--- src/rtl/decode_operand_stage.sv ---
// rtl/decode_operand_stage.sv - ID stage: decode, operand select, load-use stall, ID/EX register
// Optional macro WB_BYPASS_EN adds a write-through bypass from write-back onto the operands.
module decode_operand_stage #(
  parameter int WIDTH        = 16,
  parameter int ADDRESSWIDTH = 4
) (
  input  logic                    clk,
  input  logic                    reset,
  input  logic                    valid_d,
  input  logic [WIDTH-1:0]        instr_d,
  input  logic [WIDTH-1:0]        pc_d,
  input  logic                    flush_e,
  output logic [ADDRESSWIDTH-1:0] ra1,
  output logic [ADDRESSWIDTH-1:0] ra2,
  input  logic [WIDTH-1:0]        rd1,
  input  logic [WIDTH-1:0]        rd2,
  input  logic                    we_w,
  input  logic [ADDRESSWIDTH-1:0] wa_w,
  input  logic [WIDTH-1:0]        wd_w,
  output logic                    stall_f,
  output logic                    valid_e,
  output logic [3:0]              op_e,
  output logic [ADDRESSWIDTH-1:0] rd_e,
  output logic [WIDTH-1:0]        srca_e,
  output logic [WIDTH-1:0]        srcb_e,
  output logic [WIDTH-1:0]        imm_e,
  output logic                    regwrite_e,
  output logic                    memread_e,
  output logic                    memwrite_e,
  output logic                    branch_e
);

  localparam logic [3:0] OP_ADD  = 4'b0000;
  localparam logic [3:0] OP_SUB  = 4'b0001;
  localparam logic [3:0] OP_AND  = 4'b0010;
  localparam logic [3:0] OP_OR   = 4'b0011;
  localparam logic [3:0] OP_ADDI = 4'b0100;
  localparam logic [3:0] OP_LDR  = 4'b0101;
  localparam logic [3:0] OP_STR  = 4'b0110;
  localparam logic [3:0] OP_B    = 4'b0111;

  localparam logic [ADDRESSWIDTH-1:0] PC_ADDR = '1;

  logic [3:0]              op;
  logic [ADDRESSWIDTH-1:0] rd_f;
  logic [ADDRESSWIDTH-1:0] rs1_f;
  logic [ADDRESSWIDTH-1:0] rs2_f;
  logic                    dec_regwrite;
  logic                    dec_memread;
  logic                    dec_memwrite;
  logic                    dec_branch;
  logic                    uses_ra1;
  logic                    uses_ra2;
  logic                    hz;
  logic [WIDTH-1:0]        srca;
  logic [WIDTH-1:0]        srcb;
  logic [WIDTH-1:0]        imm;

  assign op    = instr_d[15:12];
  assign rd_f  = instr_d[8 +: ADDRESSWIDTH];
  assign rs1_f = instr_d[4 +: ADDRESSWIDTH];
  assign rs2_f = instr_d[0 +: ADDRESSWIDTH];
  assign imm   = {{(WIDTH-4){1'b0}}, instr_d[3:0]};

  // STR reads its store data through port 2, addressed by the rd field
  assign ra1 = rs1_f;
  assign ra2 = (op == OP_STR) ? rd_f : rs2_f;

  always_comb begin
    dec_regwrite = 1'b0;
    dec_memread  = 1'b0;
    dec_memwrite = 1'b0;
    dec_branch   = 1'b0;
    uses_ra1     = 1'b0;
    uses_ra2     = 1'b0;
    case (op)
      OP_ADD, OP_SUB, OP_AND, OP_OR: begin
        dec_regwrite = 1'b1;
        uses_ra1     = 1'b1;
        uses_ra2     = 1'b1;
      end
      OP_ADDI: begin
        dec_regwrite = 1'b1;
        uses_ra1     = 1'b1;
      end
      OP_LDR: begin
        dec_regwrite = 1'b1;
        dec_memread  = 1'b1;
        uses_ra1     = 1'b1;
      end
      OP_STR: begin
        dec_memwrite = 1'b1;
        uses_ra1     = 1'b1;
        uses_ra2     = 1'b1;
      end
      OP_B: begin
        dec_branch = 1'b1;
      end
      default: begin
      end
    endcase
  end

  // PC reads (address 1111) never depend on a load result
  assign hz = valid_d & valid_e & memread_e & (rd_e != PC_ADDR) &
              (((rd_e == ra1) & uses_ra1) | ((rd_e == ra2) & uses_ra2));

  assign stall_f = hz & ~flush_e;

`ifdef WB_BYPASS_EN
  // Register file returns the old value when written and read in the same cycle
  assign srca = (we_w && (wa_w == ra1) && (ra1 != PC_ADDR)) ? wd_w : rd1;
  assign srcb = (we_w && (wa_w == ra2) && (ra2 != PC_ADDR)) ? wd_w : rd2;
`else
  logic unused_wb;
  assign unused_wb = ^{we_w, wa_w, wd_w, pc_d};
  assign srca = rd1;
  assign srcb = rd2;
`endif

`ifdef WB_BYPASS_EN
  logic unused_pc;
  assign unused_pc = ^pc_d;
`endif

  always_ff @(posedge clk or posedge reset) begin
    if (reset) begin
      valid_e    <= 1'b0;
      regwrite_e <= 1'b0;
      memread_e  <= 1'b0;
      memwrite_e <= 1'b0;
      branch_e   <= 1'b0;
    end else if (flush_e || hz) begin
      valid_e    <= 1'b0;
      regwrite_e <= 1'b0;
      memread_e  <= 1'b0;
      memwrite_e <= 1'b0;
      branch_e   <= 1'b0;
    end else begin
      valid_e    <= valid_d;
      regwrite_e <= dec_regwrite & valid_d;
      memread_e  <= dec_memread  & valid_d;
      memwrite_e <= dec_memwrite & valid_d;
      branch_e   <= dec_branch   & valid_d;
    end
  end

  // Data fields hold only while stalling; a flush still lets them load
  always_ff @(posedge clk or posedge reset) begin
    if (reset) begin
      op_e   <= '0;
      rd_e   <= '0;
      srca_e <= '0;
      srcb_e <= '0;
      imm_e  <= '0;
    end else if (!stall_f) begin
      op_e   <= op;
      rd_e   <= rd_f;
      srca_e <= srca;
      srcb_e <= srcb;
      imm_e  <= imm;
    end
  end

endmodule

--- config.mk ---
export PLATFORM = sky130hd
export DESIGN_NAME = decode_operand_stage
export DESIGN_NICKNAME = d
export VERILOG_FILES = /design/src/rtl/decode_operand_stage.sv
export SDC_FILE = /design/constraint.sdc
export NUM_CORES = 1
export LEC_CHECK = 0
export ABC_CLOCK_PERIOD_IN_PS = 6580
export CORE_UTILIZATION = 28
export CTS_CLUSTER_DIAMETER = 50
export DETAILED_ROUTE_END_ITERATION = 12
export PLACE_DENSITY = 0.74
export SLEW_MARGIN = 25
export SYNTH_ARGS = -nofsm -noshare
export SYNTH_HDL_FRONTEND = slang
export SYNTH_SLANG_ARGS = --single-unit
--- constraint.sdc ---
create_clock -name clk -period 6.58 [get_ports clk]
set_clock_uncertainty 0.2 [all_clocks]
set_input_delay 1.316 -clock clk [delete_from_list [all_inputs] [get_ports clk]]
set_output_delay 1.316 -clock clk [all_outputs]
set_load 0.02 [all_outputs]
==> results of run 1 <==
[cells in the mapped netlist, drive strengths merged, types with 2 or more instances]
cell type  number  area, sq um
nand2b          4         25.0
inv             7         26.3
nand3           2         10.0
nor4            2         27.5
o21ai           4         31.3
nor3            2         10.0
buf            21          173
mux2           45          653
or3b            2         17.5
nor2b           5         31.3
nand2           6         22.5
nor2            2         7.51
dfrtp          49         1230
xor2            3         26.3
[layer usage]
metal  routed length, um  vias up
met4                  40        0
met1                2410      796
met2                2420       92
li1                    -      788
met3                 529        5
met5                   0        -
[power groups by stage]
stage | registers [mW] | logic (mW) | clock network [mW]
2_1_floorplan | 0.348 | 0.0537 | 0
3_3_place_gp | 0.330 | 0.138 | 0
3_5_place_dp | 0.331 | 0.140 | 0
4_1_cts | 0.325 | 0.141 | 0.185
5_1_grt | 0.327 | 0.149 | 0.200
6_report | 0.325 | 0.139 | 0.174
[flip-flops by register name (all words and copies together), names as in the netlist]
signal and count:
imm_e 4, rd_e 4, valid_e 1, regwrite_e 1, memread_e 1, branch_e 1, srca_e 16, op_e 4
srcb_e 16, memwrite_e 1
[cells by family (layout without fill, tap and decap cells)]
logic type / count (synthesis) / after routing / share of synthesized area
mux: 46 / 46 / 0.272
compound gates: 14 / 14 / 0.0461
xor+xnor: 4 / 4 / 0.0144
other cells: 1 / 12 / 0.00154
flops: 49 / 49 / 0.502
buf+inv: 29 / 125 / 0.0830
simple gates: 30 / 30 / 0.0810
[worst paths after layout]
path	startpoint	end	slack [ps]	cells after the start
worst max register to register	rd_e[1]	srca_e[7]	3780	6
worst max-delay path	instr_d[15]	stall_f	1140	8
worst min register to register	srca_e[6]	srca_e[6]	310	1
worst min-delay path	srca_e[6]	srca_e[6]	310	1
max in group asynchronous	reset	srca_e[11]	4520	2
min in group asynchronous	reset	srcb_e[3]	1250	2
[stage by stage]
step           instance area [sq um]  setup slack [ps]  hold slack, ps
3_5_place_dp                    3540              1150             291
2_1_floorplan                   2480              2130             436
6_report                        3620              1140             314
4_1_cts                         3620              1130             317
3_3_place_gp                    3540              1200             289
5_1_grt                         3620               962             327
[layout make-up]
class | count | area share
Sequential cell | 49 | 0.338
Timing Repair Buffer | 110 | 0.303
Clock inverter | 3 | 0.00483
Clock buffer | 5 | 0.0190
Tap cell | 105 | 0.0362
Inverter | 7 | 0.00794
Multi-Input combinational cell | 106 | 0.291
==> out/qor.yml, run 1 <==
logic_synthesis:
  synth_edf_count: 0
  async_flop_share: 1.00
  ys_ff_latch: 49
  avgSynthCellArea_sq_um: 14.1
  syn_area_sq_mm: 0.00244
  netlist-cell-type-count: 37
  ys.flop_type: "dfrtp_1"
  seq_area_frac_synth: 0.502
  yosysWarnings: 0
  synthCells: 173
power_and_ir_drop:
  pwr-share-seq: 0.510
  power_switching_uw: 170
  clkPwrFrac: 0.272
  finalPower_uw: 638
  p_comb_frac: 0.218
  p_int_uw: 468
  powerDensity_mw_per_mm2: 176
  p_sw_frac: 0.267
  ir_worst_vdd_uv: 86.7
  p_leak_nw: 1.63
timing:
  relSlewSlack: 0.479
  tightest_slew_ps: 781
  fin_crit_ps: 5440
  hold_viol: 0
  setup_viol: 0
  fmax_mhz: 184
  drv_slew: 0
  tns_ps: 0
  rsz0062_at_grt: "no"
  final.period_utilization: 0.827
die:
  die_area_sq_mm: 0.00910
  dieHeight_um: 95.4
  dieWidth_um: 95.4
  core_sq_mm: 0.00834
  start_util: 0.293
  io_pins: 159
  rows: 33
global_route:
  grt_util_all_layers: 0.117
  met1_usage: 0.147
  use_met3: 0.0415
  grt_pass1_vias: 1610
  grt_pass1_wl_um: 8030
  gr-usage-met2: 0.189
  antenna_found_initial: 0
  grt-ovfl-total: 0
  grt_max_degree: 50
  gr-max-usage-layer: "met2"
routing:
  vias: 1681
  vias_per_cell: 4.37
  ant_nets: 0
  drcViolationCount: 0
  drt_iter0_drc: 41
  firstDrtPassIters: 4
  wl_um: 5400
  wl_per_cell_um: 14.0
layout:
  final_cell_mix: "109 x clkdlybuf4s50_1, 49 x dfrtp_1, 39 x mux2_4"
  multi_input_area_sq_mm: 0.00105
  antennaDiodeCount: 0
  drive_gt1_frac: 0.218
  final_common_cell: "clkdlybuf4s50_1"
  utilization: 0.435
  fin_cells: 385
  regArea_sq_mm: 0.00123
  fin_nets: 368
  nFillCells: 764
  syn2layout_area_growth_pct: 48.5
setup_path:
  critPathKind: "input pin to primary output"
  path_common_cell: "clkdlybuf4s50_1"
  end_kind: "primary output"
  critPathTopFamily: "buffers and inverters"
  path_buf_inv: 3
  required_ps: 5060
  path_max_fanout: 14
  critical_path.max_stage_delay_ps: 610
  start_kind: "input pin"
  cpMaxStageDelayCell: "clkdlybuf4s50_1"
  path_cells: "clkdlybuf4s50_1 -> and4bb_4 -> mux2i_1 -> o2111ai_1 -> nor4_4 -> o21ai_4 -> inv_1 -> clkdlybuf4s50_1"
  arrival_ps: 3920
flow_run:
  max_cap_violations: 0
placement:
  port-buffer-count: 109
  gp_congestion: 0.767
  placedCellCount: 377
  dp_hpwl_um: 3870
worst_hold_path:
  holdCritPathClass: "flip-flop to flip-flop"
clock_tree:
  ctsHtreeMaxLevel: 2
  cts_setup_buffers: 0
  clk_latency_ps: 300
  cts_resized: 0
  ctsHoldBuffers: 0
  cts_tree: "built"
  clk_pin_slew_ps: 90
  cts.sinks: 49
  clockRootBuffer: "clkbuf_8"
  cts_buffers: 5
  clockBufferDepth: 2
status:
  status: "finished clean"
(Power assumes the default switching activity.)
==> run 2, diff against run 1 <==
ABC_CLOCK_PERIOD_IN_PS = 5050   (was 6580)
clock period = 5.05 ns   (was 6.58 ns; I/O delays follow)
==> run 2 against run 1 <==
Compared with the run above:
- worst hold slack got worse by 0.68 ps
- clock-buffer cell count increased by 2
- sequential cell count unchanged
- critical endpoint unchanged
- largest cell class unchanged
- largest power group unchanged
==> out/qor.yml, run 2 (synthesized netlist as in run 1, its figures left out) <==
status:
  status: "finished clean"
clock_tree:
  ctsHoldBuffers: 0  # unchanged
  clockRootBuffer: "clkbuf_8"
  cts.sinks: 49  # unchanged
  clockBufferDepth: 2  # unchanged
  cts_resized: 0  # unchanged
  cts_buffers: 5  # unchanged
  cts_tree: "built"
  cts_setup_buffers: 0  # unchanged
  clk_pin_slew_ps: 80  # about the same
  ctsHtreeMaxLevel: 2  # unchanged
  clk_latency_ps: 300  # about the same
placement:
  dp_hpwl_um: 3920  # +1.3%
  gp_congestion: 0.759  # -1.0%
  port-buffer-count: 109  # unchanged
  placedCellCount: 379  # +0.53%
  dpl_cell_area_sq_mm: 0.00355  # +0.42%
setup_path:
  arrival_ps: 3510  # -410 ps
  start_kind: "input pin"
  worstRegToRegCells: 6  # unchanged
  required_ps: 3840  # -1220 ps
  path_max_fanout: 14  # unchanged
  critPathKind: "input pin to primary output"
  end_kind: "primary output"
layout:
  syn2layout_area_growth_pct: 50.3
  postLayoutCellArea_sq_mm: 0.00367  # +1.2%
  utilization: 0.440  # +0.00540
  regArea_sq_mm: 0.00123  # unchanged
  final_common_cell: "clkdlybuf4s50_1"
  multi_input_area_sq_mm: 0.00105  # unchanged
  drive_gt1_frac: 0.220  # +0.00200
  nFillCells: 776  # +1.6%
  final_cell_mix: "109 x clkdlybuf4s50_1, 49 x dfrtp_1, 39 x mux2_4"
  fin_cells: 387  # +0.52%
  top_regs: "srca_e x16, srcb_e x16"
  antennaDiodeCount: 0  # unchanged
  fin_nets: 370  # +0.54%
global_route:
  grt_pass1_wl_um: 8570  # +6.7%
  grt_max_degree: 50  # unchanged
  grt-ovfl-total: 0  # unchanged
  antenna_found_initial: 0  # unchanged
  grt_util_all_layers: 0.126  # +0.00836
  grt_pass1_vias: 1657  # +2.9%
timing:
  tightest_slew_ps: 786  # +4.49 ps
  hold_viol: 0  # unchanged
  final.period_utilization: 0.935
  drv_slew: 0  # unchanged
  fmax_mhz: 212
  rsz0062_at_grt: "no"
  tns_ps: 0  # unchanged
  relSlewSlack: 0.476  # -0.00300
  setup_viol: 0  # unchanged
  fin_crit_ps: 4720
die:
  die_area_sq_mm: 0.00910  # unchanged
  io_pins: 159  # unchanged
  core_sq_mm: 0.00834  # unchanged
  dieWidth_um: 95.4  # unchanged
  start_util: 0.293  # unchanged
  dieHeight_um: 95.4  # unchanged
  rows: 33  # unchanged
power_and_ir_drop:
  pwr-share-seq: 0.473  # -0.037
  power_switching_uw: 218  # +28%
  p_sw_frac: 0.244  # -0.0228
  p_comb_frac: 0.205  # -0.013
  p_int_uw: 676  # +45%
  ir_worst_vdd_uv: 112  # +29%
  powerDensity_mw_per_mm2: 244  # +38%
  finalPower_uw: 895  # +40%
  p_leak_nw: 1.65  # +1.5%
  clkPwrFrac: 0.322  # +0.050
routing:
  wl_per_cell_um: 14.2  # +1.5%
  ant_nets: 0  # unchanged
  vias_per_cell: 4.34  # -0.58%
  drcViolationCount: 0  # unchanged
  vias: 1680  # -0.059%
  wl_um: 5510  # +2.0%
  drt_iter0_drc: 19  # -54%
  firstDrtPassIters: 4  # unchanged
worst_hold_path:
  holdPathStages: 1  # unchanged
  holdCritPathClass: "flip-flop to flip-flop"
flow_run:
  max_cap_violations: 0  # unchanged
## run 2: cell types whose count changed in the layout (fill, tap and decap cells not counted), sizes merged
cell / before / now
buf: 1 / 3
clkbuf: 5 / 7
clkinv: 2 / 0
clkinvlp: 1 / 0
bufinv: 0 / 1
## run 2: layer usage
| metal | up-vias | wire length, um | global-route usage |
|---|---|---|---|
| met5 | - | 0 | 0 |
| met4 | 0 | 55 | 0.0348 |
| met3 | 5 | 607 | 0.0486 |
| met2 | 94 | 2500 | 0.205 |
| met1 | 793 | 2340 | 0.154 |
| li1 | 788 | - | - |
## run 2: critical path: stages
cell	delay (ps)
clkdlybuf4s50_1	470
and4bb_4	490
mux2i_1	260
o2111ai_1	190
nor4_4	310
o21ai_4	100
inv_1	60
clkdlybuf4s50_1	610
## run 2: path summary, 6_finish.rpt
kind                                  start         to  slack (ps)
worst max-delay path            instr_d[12]    stall_f         330
worst min-delay path              srcb_e[3]  srcb_e[3]         310
worst max register to register      rd_e[2]  srca_e[6]        2240
worst min register to register    srcb_e[3]  srcb_e[3]         310
max in group asynchronous             reset  srca_e[7]        3300
min in group asynchronous             reset  srcb_e[3]         940
## run 2: power groups by stage
stage	clock, mW	combinational, mW	sequential [mW]
2_1_floorplan	0	0.0700	0.453
3_3_place_gp	0	0.182	0.430
3_5_place_dp	0	0.184	0.431
4_1_cts	0.302	0.186	0.424
5_1_grt	0.325	0.196	0.426
6_report	0.288	0.183	0.423
## run 2: cell type report
class	count	area share
inverter	7	0.00784
multi-input combinational	106	0.287
clock buffer	7	0.0235
timing repair buffer	112	0.303
tap	105	0.0358
sequential	49	0.334
clock inverter	1	0.00818
## run 2: metrics by stage
step	hold slack, ps	worst slack [ps]
final	313	328
after CTS	317	305
after global routing	325	111
after detailed placement	291	325
after global placement	289	304
after floorplan	436	1210
